===== src/rtl/ysyx_040750_cache_refill_pkg.sv =====
`default_nettype none
// +----------------------------------------------------------------------------+
// | Module : ysyx_040750_cache_refill_pkg                                      |
// | Brief  : FSM state encoding and AXI burst constants for the refill engine. |
// | Rev    : 1.0  initial release                                              |
// +----------------------------------------------------------------------------+
package ysyx_040750_cache_refill_pkg;

   localparam logic [2:0] AXI_SIZE_8B    = 3'b011;
   localparam logic [1:0] AXI_BURST_INCR = 2'b01;

   typedef enum logic [1:0] {
      ST_IDLE = 2'd0,
      ST_AR   = 2'd1,
      ST_RD   = 2'd2,
      ST_FILL = 2'd3
   } state_t;

endpackage
`default_nettype wire


===== src/rtl/ysyx_040750_cache_refill_if.sv =====
`default_nettype none
// +----------------------------------------------------------------------------+
// | Module : ysyx_040750_cache_refill_if                                       |
// | Brief  : AXI read address/data channel between refill engine and crossbar. |
// | Rev    : 1.0  initial release                                              |
// +----------------------------------------------------------------------------+
interface ysyx_040750_cache_refill_if;

   logic [31:0] araddr;
   logic        arvalid;
   logic        arready;
   logic [7:0]  arlen;
   logic [2:0]  arsize;
   logic [1:0]  arburst;
   logic [63:0] rdata;
   logic        rvalid;
   logic        rlast;
   logic        rready;

   modport master (
      output araddr, arvalid, arlen, arsize, arburst, rready,
      input  arready, rdata, rvalid, rlast
   );

   modport slave (
      input  araddr, arvalid, arlen, arsize, arburst, rready,
      output arready, rdata, rvalid, rlast
   );

endinterface
`default_nettype wire


===== src/rtl/ysyx_040750_cache_refill.sv =====
`default_nettype none
// +----------------------------------------------------------------------------+
// | Module : ysyx_040750_cache_refill                                          |
// | Brief  : Line-miss refill engine: one INCR burst per miss, critical word   |
// |          forwarded early, full line presented for the data-array write.    |
// | Rev    : 1.0  initial release                                              |
// +----------------------------------------------------------------------------+
module ysyx_040750_cache_refill
   import ysyx_040750_cache_refill_pkg::*;
#(
   parameter int LINE_BEATS = 8,
   parameter int OFF_W      = $clog2(LINE_BEATS)
) (
   input  wire                          I_clk,
   input  wire                          I_rst,
   input  wire                          I_miss_valid,
   input  wire  [31:0]                  I_miss_addr,
   output logic                         O_miss_ready,
   output logic                         O_crit_valid,
   output logic [63:0]                  O_crit_data,
   output logic                         O_fill_valid,
   output logic [31:0]                  O_fill_addr,
   output logic [64*LINE_BEATS-1:0]     O_fill_data,
   output logic                         O_fill_err,
   input  wire                          I_fill_ready,
   ysyx_040750_cache_refill_if.master   axi
);

   // Beat counter is one bit wider so it can saturate past the last slot.
   localparam logic [OFF_W:0] c_last     = (OFF_W+1)'(LINE_BEATS - 1);
   localparam logic [OFF_W:0] c_full     = (OFF_W+1)'(LINE_BEATS);
   localparam logic [OFF_W:0] c_one      = (OFF_W+1)'(1);
   localparam logic [31:0]    c_off_mask = 32'(LINE_BEATS*8 - 1);

   state_t           r_state;
   state_t           w_state_nxt;
   logic [31:0]      r_line_addr;
   logic [OFF_W-1:0] r_crit_idx;
   logic [OFF_W:0]   r_beat_cnt;
   logic             r_err;
   logic             r_crit_valid;
   logic [63:0]      r_crit_data;
   logic [63:0]      r_buf [LINE_BEATS];
   logic             w_miss_hs;
   logic             w_beat_hs;

   assign w_miss_hs = (r_state == ST_IDLE) && I_miss_valid;
   assign w_beat_hs = (r_state == ST_RD) && axi.rvalid;

   always_ff @(posedge I_clk) begin
      if (I_rst) r_state <= ST_IDLE;
      else       r_state <= w_state_nxt;
   end

   always_comb begin
      w_state_nxt  = r_state;
      O_miss_ready = 1'b0;
      axi.arvalid  = 1'b0;
      axi.rready   = 1'b0;
      O_fill_valid = 1'b0;
      O_fill_err   = 1'b0;
      case (r_state)
         ST_IDLE: begin
            O_miss_ready = 1'b1;
            if (I_miss_valid) w_state_nxt = ST_AR;
         end
         ST_AR: begin
            axi.arvalid = 1'b1;
            if (axi.arready) w_state_nxt = ST_RD;
         end
         ST_RD: begin
            axi.rready = 1'b1;
            if (axi.rvalid && axi.rlast) w_state_nxt = ST_FILL;
         end
         ST_FILL: begin
            O_fill_valid = 1'b1;
            O_fill_err   = r_err;
            if (I_fill_ready) w_state_nxt = ST_IDLE;
         end
         default: w_state_nxt = ST_IDLE;
      endcase
   end

   always_ff @(posedge I_clk) begin
      if (I_rst) begin
         r_line_addr  <= '0;
         r_crit_idx   <= '0;
         r_beat_cnt   <= '0;
         r_err        <= 1'b0;
         r_crit_valid <= 1'b0;
         r_crit_data  <= '0;
      end else begin
         r_crit_valid <= 1'b0;
         if (w_miss_hs) begin
            r_line_addr <= I_miss_addr & ~c_off_mask;
            r_crit_idx  <= I_miss_addr[OFF_W+2:3];
            r_beat_cnt  <= '0;
            r_err       <= 1'b0;
         end
         if (w_beat_hs) begin
            if (r_beat_cnt != c_full) r_beat_cnt <= r_beat_cnt + c_one;
            // Counter only passes crit_idx once, so the pulse is once per miss.
            if (r_beat_cnt == {1'b0, r_crit_idx}) begin
               r_crit_data  <= axi.rdata;
               r_crit_valid <= 1'b1;
            end
            if (axi.rlast)                r_err <= (r_beat_cnt != c_last);
            else if (r_beat_cnt >= c_last) r_err <= 1'b1;
         end
      end
   end

   // Line storage needs no reset; entries a short burst misses stay stale.
   always_ff @(posedge I_clk) begin
      if (!I_rst && w_beat_hs && (r_beat_cnt < c_full))
         r_buf[r_beat_cnt[OFF_W-1:0]] <= axi.rdata;
   end

   generate
      for (genvar k = 0; k < LINE_BEATS; k++) begin : g_flat
         assign O_fill_data[64*k +: 64] = r_buf[k];
      end
   endgenerate

   assign O_crit_valid = r_crit_valid;
   assign O_crit_data  = r_crit_data;
   assign O_fill_addr  = r_line_addr;
   assign axi.araddr   = r_line_addr;
   assign axi.arlen    = 8'(LINE_BEATS - 1);
   assign axi.arsize   = AXI_SIZE_8B;
   assign axi.arburst  = AXI_BURST_INCR;

endmodule
`default_nettype wire

===== src/flat_wrapper.sv =====
// flat-port wrapper written by rule: the top's interface ports become plain ports
module ysyx_040750_cache_refill_flat import ysyx_040750_cache_refill_pkg::*;
#(
   parameter int LINE_BEATS = 8,
   parameter int OFF_W      = $clog2(LINE_BEATS)
)
  (I_clk, I_rst, I_miss_valid, I_miss_addr, O_miss_ready, O_crit_valid, O_crit_data, O_fill_valid, O_fill_addr, O_fill_data, O_fill_err, I_fill_ready, axi_araddr, axi_arvalid, axi_arlen, axi_arsize, axi_arburst, axi_rready, axi_arready, axi_rdata, axi_rvalid, axi_rlast);
  ysyx_040750_cache_refill_if axi_i ();
  input  wire I_clk;
  input  wire I_rst;
  input  wire I_miss_valid;
  input  wire  [31:0] I_miss_addr;
  output logic O_miss_ready;
  output logic O_crit_valid;
  output logic [63:0] O_crit_data;
  output logic O_fill_valid;
  output logic [31:0] O_fill_addr;
  output logic [64*LINE_BEATS-1:0] O_fill_data;
  output logic O_fill_err;
  input  wire I_fill_ready;
  output wire logic [$bits(axi_i.araddr)-1:0] axi_araddr;
  output wire logic [$bits(axi_i.arvalid)-1:0] axi_arvalid;
  output wire logic [$bits(axi_i.arlen)-1:0] axi_arlen;
  output wire logic [$bits(axi_i.arsize)-1:0] axi_arsize;
  output wire logic [$bits(axi_i.arburst)-1:0] axi_arburst;
  output wire logic [$bits(axi_i.rready)-1:0] axi_rready;
  input wire logic [$bits(axi_i.arready)-1:0] axi_arready;
  input wire logic [$bits(axi_i.rdata)-1:0] axi_rdata;
  input wire logic [$bits(axi_i.rvalid)-1:0] axi_rvalid;
  input wire logic [$bits(axi_i.rlast)-1:0] axi_rlast;
  assign axi_araddr = axi_i.araddr;
  assign axi_arvalid = axi_i.arvalid;
  assign axi_arlen = axi_i.arlen;
  assign axi_arsize = axi_i.arsize;
  assign axi_arburst = axi_i.arburst;
  assign axi_rready = axi_i.rready;
  assign axi_i.arready = axi_arready;
  assign axi_i.rdata = axi_rdata;
  assign axi_i.rvalid = axi_rvalid;
  assign axi_i.rlast = axi_rlast;
  ysyx_040750_cache_refill #(.LINE_BEATS(LINE_BEATS), .OFF_W(OFF_W)) u_core (.I_clk(I_clk), .I_rst(I_rst), .I_miss_valid(I_miss_valid), .I_miss_addr(I_miss_addr), .O_miss_ready(O_miss_ready), .O_crit_valid(O_crit_valid), .O_crit_data(O_crit_data), .O_fill_valid(O_fill_valid), .O_fill_addr(O_fill_addr), .O_fill_data(O_fill_data), .O_fill_err(O_fill_err), .I_fill_ready(I_fill_ready), .axi(axi_i));
endmodule

===== config.mk =====
export PLATFORM = sky130hd
export DESIGN_NAME = ysyx_040750_cache_refill_flat
export DESIGN_NICKNAME = d
export VERILOG_FILES = /design/src/rtl/ysyx_040750_cache_refill_pkg.sv /design/src/rtl/ysyx_040750_cache_refill_if.sv /design/src/rtl/ysyx_040750_cache_refill.sv /design/src/flat_wrapper.sv
export SDC_FILE = /design/constraint.sdc
export NUM_CORES = 1
export LEC_CHECK = 0
export BUFFER_PORTS_ARGS = -buffer_cell sky130_fd_sc_hd__buf_2
export CAP_MARGIN = 25
export CELL_PAD_IN_SITES_DETAIL_PLACEMENT = 2
export CELL_PAD_IN_SITES_GLOBAL_PLACEMENT = 2
export CORE_AREA = 10 10 291 293
export CTS_BUF_LIST = sky130_fd_sc_hd__clkbuf_8
export DETAILED_ROUTE_END_ITERATION = 7
export DIE_AREA = 0 0 301 303
export GPL_TIMING_DRIVEN = 1
export PLACE_DENSITY_LB_ADDON = 0.3
export SLEW_MARGIN = 40
export SYNTH_ARGS = -nofsm -noshare
export SYNTH_HDL_FRONTEND = slang
export SYNTH_SLANG_ARGS = --single-unit

===== constraint.sdc =====
create_clock -name I_clk -period 7.5 [get_ports I_clk]
set_clock_uncertainty 0.1 [all_clocks]
set_input_delay 1.5 -clock I_clk [delete_from_list [all_inputs] [get_ports I_clk]]
set_output_delay 1.5 -clock I_clk [all_outputs]
set_load 0.005 [all_outputs]

; After elaboration in Yosys (flattened, before gate mapping)
; Memory sizes are Yosys's and may differ from the RTL's.
; Index checks and enable logic that the tools add are counted.
[op_classes]
addsub = 1
magnitude_cmp = 2
n_eq_ne = 10
mux = 20
bitwise = 1
n_reduce_logical = 10
[ops]
columns = operator, count
row1 = two-way mux 1 bit, 12
row2 = two-way mux 4 bit, 3
row3 = two-way mux 2 bit, 4
row4 = inequality test 2 bit (second input constant), 4
row5 = one-hot mux 2 bit (4 select lines), 1
row6 = logical AND 1 bit, 5
row7 = adder 4 x 1 -> 4 bit (second input constant), 1
row8 = equality test 2 bit (second input constant), 2
row9 = equality test 4 x 3 -> 1 bit, 1
row10 = greater-or-equal comparator 4 x 3 -> 1 bit (second input constant), 1
row11 = < comparator 4 bit (second input constant), 1
row12 = inequality test 4 x 3 -> 1 bit (second input constant), 1
row13 = inequality test 4 bit (second input constant), 1
row14 = AND reduction 4 bit, 1
row15 = equality test 2 x 1 -> 1 bit (second input constant), 1
row16 = zero test 2 bit, 1
row17 = AND reduction 2 bit, 1
row18 = OR reduction 2 bit, 1
row19 = zero test 1 bit, 1
row20 = NOT 1 bit, 1
[word_totals]
regBits = 101
ram_bits = 512
inputBits = 103
out_inout_bits = 659
wordCells = 52
memories = 1
[mem_list]
columns = name, depth, width, rd, rd_ports_with_merged_regs, wr, line
row1 = u_core.r_buf, 8, 64, 8, 0, 1, ysyx_040750_cache_refill.sv:43  ; logic [63:0] r_buf [LINE_BEATS];

; Logic depth before layout (Yosys ltp)
[logic_depth]
ltp_word = 6
depth_mapped = 7
ltp_nobuf = 5

; Worst setup path after synthesis
; OpenSTA, ideal clock, no wires.
[synth_path]
path_type = in2reg
from = input port I_rst
to = memory u_core.r_buf[1][0], enable pin
setup_time_ns = 0.565
arrival_time_ns = 6.438
required_time_ns = 6.835
slack_ns = 0.397
stages = 3
path_buffers = 1
cell_sequence = clkbuf_1 > or3_1 > nor3_1
[synth_between]
elab_chain_len = 5
[synth_lines]
columns = element, line
row1 = start: declaration, flat_wrapper.sv:10  ; input wire I_rst;
row2 = zero test 1 bit, ysyx_040750_cache_refill.sv:115  ; if (!I_rst && w_beat_hs && (r_beat_cnt < c_full))
row3 = logical AND 1 bit (2 in series), ysyx_040750_cache_refill.sv:115
row4 = two-way mux 1 bit, ysyx_040750_cache_refill.sv:115
row5 = two-way mux 1 bit (not written as such), ysyx_040750_cache_refill.sv:116  ; r_buf[r_beat_cnt[OFF_W-1:0]] <= axi.rdata;
row6 = end: declaration, ysyx_040750_cache_refill.sv:43
; No other way between the ends.

; Worst setup path after layout
[layout_path]
from = input port I_rst
to = memory u_core.r_buf[7][7], enable pin
; Same word-level chain as after synthesis.

==> flow_summary_export.csv <==
group,metric,value,unit
logic_synthesis,ys_seq_area_share,85.9,%
timing,final.setup.tns,0,ps
global_route,use_met2,29.0,%
critical_path,crit_path_end,"u_core.r_buf[7][7]",
clock_tree,cts_buffers,107,
clock_tree,holdBufCountCts,0,
global_route,top_usage_layer,"met2",
logic_synthesis,synth-simple-area-share,6.18,%
timing,min_period,3520,ps
status,status,"finished, final reports clean",
final_layout,fin_cells,3003,
clock_tree,cts_max_path_buffers,3,
placement,portBuffers,733,
logic_synthesis,synth.area.top_cells,"edfxtp_1 (76%), dfxtp_1 (10%), nand2b_1 (4.0%)",
die,die_x,301,um
logic_synthesis,ys.flop_type,"edfxtp_1",
clock_tree,worstSkewPairLatency,670,ps
global_route,grt_pass1_vias,14000,
die,die_area,91200,sq um
critical_path,path_buf_inv,3,
global_route,grt_overflow,0,
route,ant_nets,0,
logic_synthesis,synth_compound_gate_area_share,1.20,%
placement,dp_cells,2795,
final_layout,synthToLayoutAreaGrowth,34.3,%
timing,fin_crit_sh,46.9,%
route,vias_per_cell,4.13,
global_route,use_met1,16.7,%
global_route,antenna_found_initial,10,
timing,setup_violations,0,
critical_path,r2r_slack,4120,ps
logic_synthesis,yosysTopAreaCell,"edfxtp_1",
route,wl_per_cell,25.4,um
critical_path,cp.depth,5,
global_route,grt_util_met3,6.51,%
critical_path,startpoint,"I_rst",
logic_synthesis,synth.distinct_cells,34,
timing,rsz0062_at_grt,"false",
placement,dpl_worst_slack,3010,ps
critical_path,cp_cell_sequence,"buf_4 -> or3_1 -> nor2_4 -> buf_8 -> buf_4",
timing,maxSlewViolCount,0,
die,start_util,25.8,%
critical_path,path_max_fanout,42,
final_layout,fin_area,27200,sq um
critical_path,crit_type,"primary input to flop",
placement,placed_area,25100,sq um
die,die_y,303,um
pwr,p_leak,10.7,nW
critical_path,start_kind,"primary input",
pwr,seq_power_share,52.4,%
clock_tree,h-tree-depth,3,
timing,slew_headroom,43.4,%
critical_path,rr_startpoint,"u_core.r_state[0]",
clock_tree,post_cts_buffers,0,
logic_synthesis,yosysMostFrequentCell,"edfxtp_1",
pwr,swShare,25.1,%
route,drt_pre_antenna_iters,4,
critical_path,r2r_end,"u_core.r_buf[7][7]",
critical_path,cpPeakStageDelay,590,ps
logic_synthesis,synth_edf_count,512,
route,dr_total_vias,12400,
critical_path,critPathArrivalTime,3700,ps
critical_path,crit_top_cell,"buf_4",
timing,tightest_slew,848,ps
route,drt_iter0_markers,540,
logic_synthesis,synthXorXnorAreaFrac,0.130,%
final_layout,nNetsFinal,1965,
logic_synthesis,syn_area_per_cell,19.3,sq um
logic_synthesis,async_flop_share,0,%
placement,globalplace.congestion,0.769,
global_route,track_usage,15.8,%
clock_tree,clock-sinks,613,
pwr,power.total,7.31,mW
logic_synthesis,synth_top_family_by_area,"simple AND/OR/NAND/NOR gates",
pwr,ir_drop,0.000130,V
clock_tree,clk_pin_slew,60,ps
die,core,78600,sq um
critical_path,endpoint_kind,"flop",
logic_synthesis,syn_area,20300,sq um
logic_synthesis,netlist_instances,1049,
pwr,p_clk_share,40.1,%
critical_path,required,7680,ps
global_route,grt_max_degree,71,
logic_synthesis,postSynthRegisterBits,613,
timing,whs,370,ps
timing,max_freq,284,MHz
clock_tree,clock-root-buffer,"clkbuf_8",
clock_tree,cts_resized,0,
logic_synthesis,synthAdderAreaFrac,0.432,%
route,routed_wl,76400,um
logic_synthesis,synth_top_area_share,75.9,%
final_layout,post-route-util,34.6,%
route,drc,0,
die,fp-row-count,103,
pwr,power.internal,5.47,mW
timing,worst_slack,3980,ps
die,ioPinCount,762,
final_layout,drive_above_1_share,46.5,%
logic_synthesis,synthTopCellsByCount,"edfxtp_1 (512), nand2b_1 (131), dfxtp_1 (101), nand2_1 (66), mux2i_1 (65)",
pwr,combPwrFrac,7.4,%
placement,hpwl,55500,um
global_route,grt_pass1_wl,106000,um
timing,final-hold-violation-count,0,
job,drv_cap,0,
worst_hold_path,worstHoldPathType,"flop to flop",
logic_synthesis,synth_mux_area_share,3.21,%
critical_path,rr_worst_depth,7,
critical_path,crit_slowest_cell,"buf_4",
pwr,power_density,269,nW/um^2
clock_tree,cts_tree,"yes",
pwr,switching_power,1.83,mW
logic_synthesis,yosysWarnings,0,
critical_path,critPathTopFamily,"buffers and inverters",
==> cell usage in the layout, fill, tap and decap left out, drive strengths merged <==
| master | n |
|---|---|
| buf | 758 |
| edfxtp | 512 |
| nand2b | 131 |
| clkbuf | 118 |
| dfxtp | 101 |
| nand2 | 66 |
| mux2i | 65 |
| inv | 63 |
| a21oi | 32 |
| clkinv | 26 |
| conb | 25 |
| nor2 | 8 |
| ha | 7 |
| or3 | 4 |
| nor2b | 4 |
| nand3 | 4 |
| diode | 3 |
| and2 | 3 |
| xor2 | 3 |
| nor3 | 3 |
| a221oi | 2 |
| o21ai | 2 |
| o211ai | 2 |
| nand3b | 1 |
| a2111o | 1 |
| nor4 | 1 |
| a21boi | 1 |
| a21o | 1 |
| o22ai | 1 |
| a211oi | 1 |
| nand4b | 1 |
| and3b | 1 |
| clkinvlp | 1 |
| bufinv | 1 |
==> cells by family after synthesis <==
logic type                 after synthesis
other                                    2
DFF                                    613
buffers and inverters                   89
and+or+nand+nor                        227
adders and majority gates                7
xor gates and xnor gates                 3
AOI/OAI and AO/OA                       43
muxes                                   65
==> worst min-delay path by stage <==
stage,start,end,cells after the start,slack (ps)
finish,u_core.O_crit_data[5],u_core.O_crit_data[5],2,370
floorplan,u_core.r_crit_idx[0],u_core.r_crit_idx[0],2,350
global route,u_core.O_crit_data[41],u_core.O_crit_data[41],2,400
detailed placement,u_core.O_crit_data[51],u_core.O_crit_data[51],2,370
global placement,u_core.O_crit_data[12],u_core.O_crit_data[12],2,360
CTS,u_core.O_crit_data[5],u_core.O_crit_data[5],2,380
==> area by class of cell <==
cell class,instances,area [sq um]
Fill cell,8164,51400
Sequential cell,613,17400
Timing Repair Buffer,758,4000
Multi-Input combinational cell,370,2410
Clock buffer,118,1620
Tap cell,1050,1310
Clock inverter,86,444
Inverter,5,18.8
Antenna cell,3,7.51
==> flip-flops by register name, summed over array words and instances, names as in the netlist <==
register	count
u_core.O_fill_addr	26
u_core.O_crit_valid	1
u_core.r_state	2
u_core.r_crit_idx	3
u_core.r_beat_cnt	4
u_core.r_buf	512
u_core.O_crit_data	64
u_core.r_err	1
==> worst min-delay path, delay by kind of cell, from the launching register on <==
kind	cells	cell delay [ps]
flip-flops	1	310
AND/OR/NAND/NOR	1	60
multiplexers	1	50
==> layer usage <==
layer	up-vias	share of wire, %
li1	5408	-
met4	10	1.7
met5	-	0.081
met3	107	9.1
met1	6278	37
met2	609	53
==> power by group through the flow <==
stage	clock network (mW)	registers, mW	logic [mW]
after global routing	3.18	3.84	0.606
after detailed placement	0	3.90	0.565
final	2.93	3.83	0.544
after CTS	3.05	3.83	0.567
after floorplan	0	3.90	0.291
after global placement	0	3.90	0.544
No activity file was read; power rests on OpenSTA's default activity.
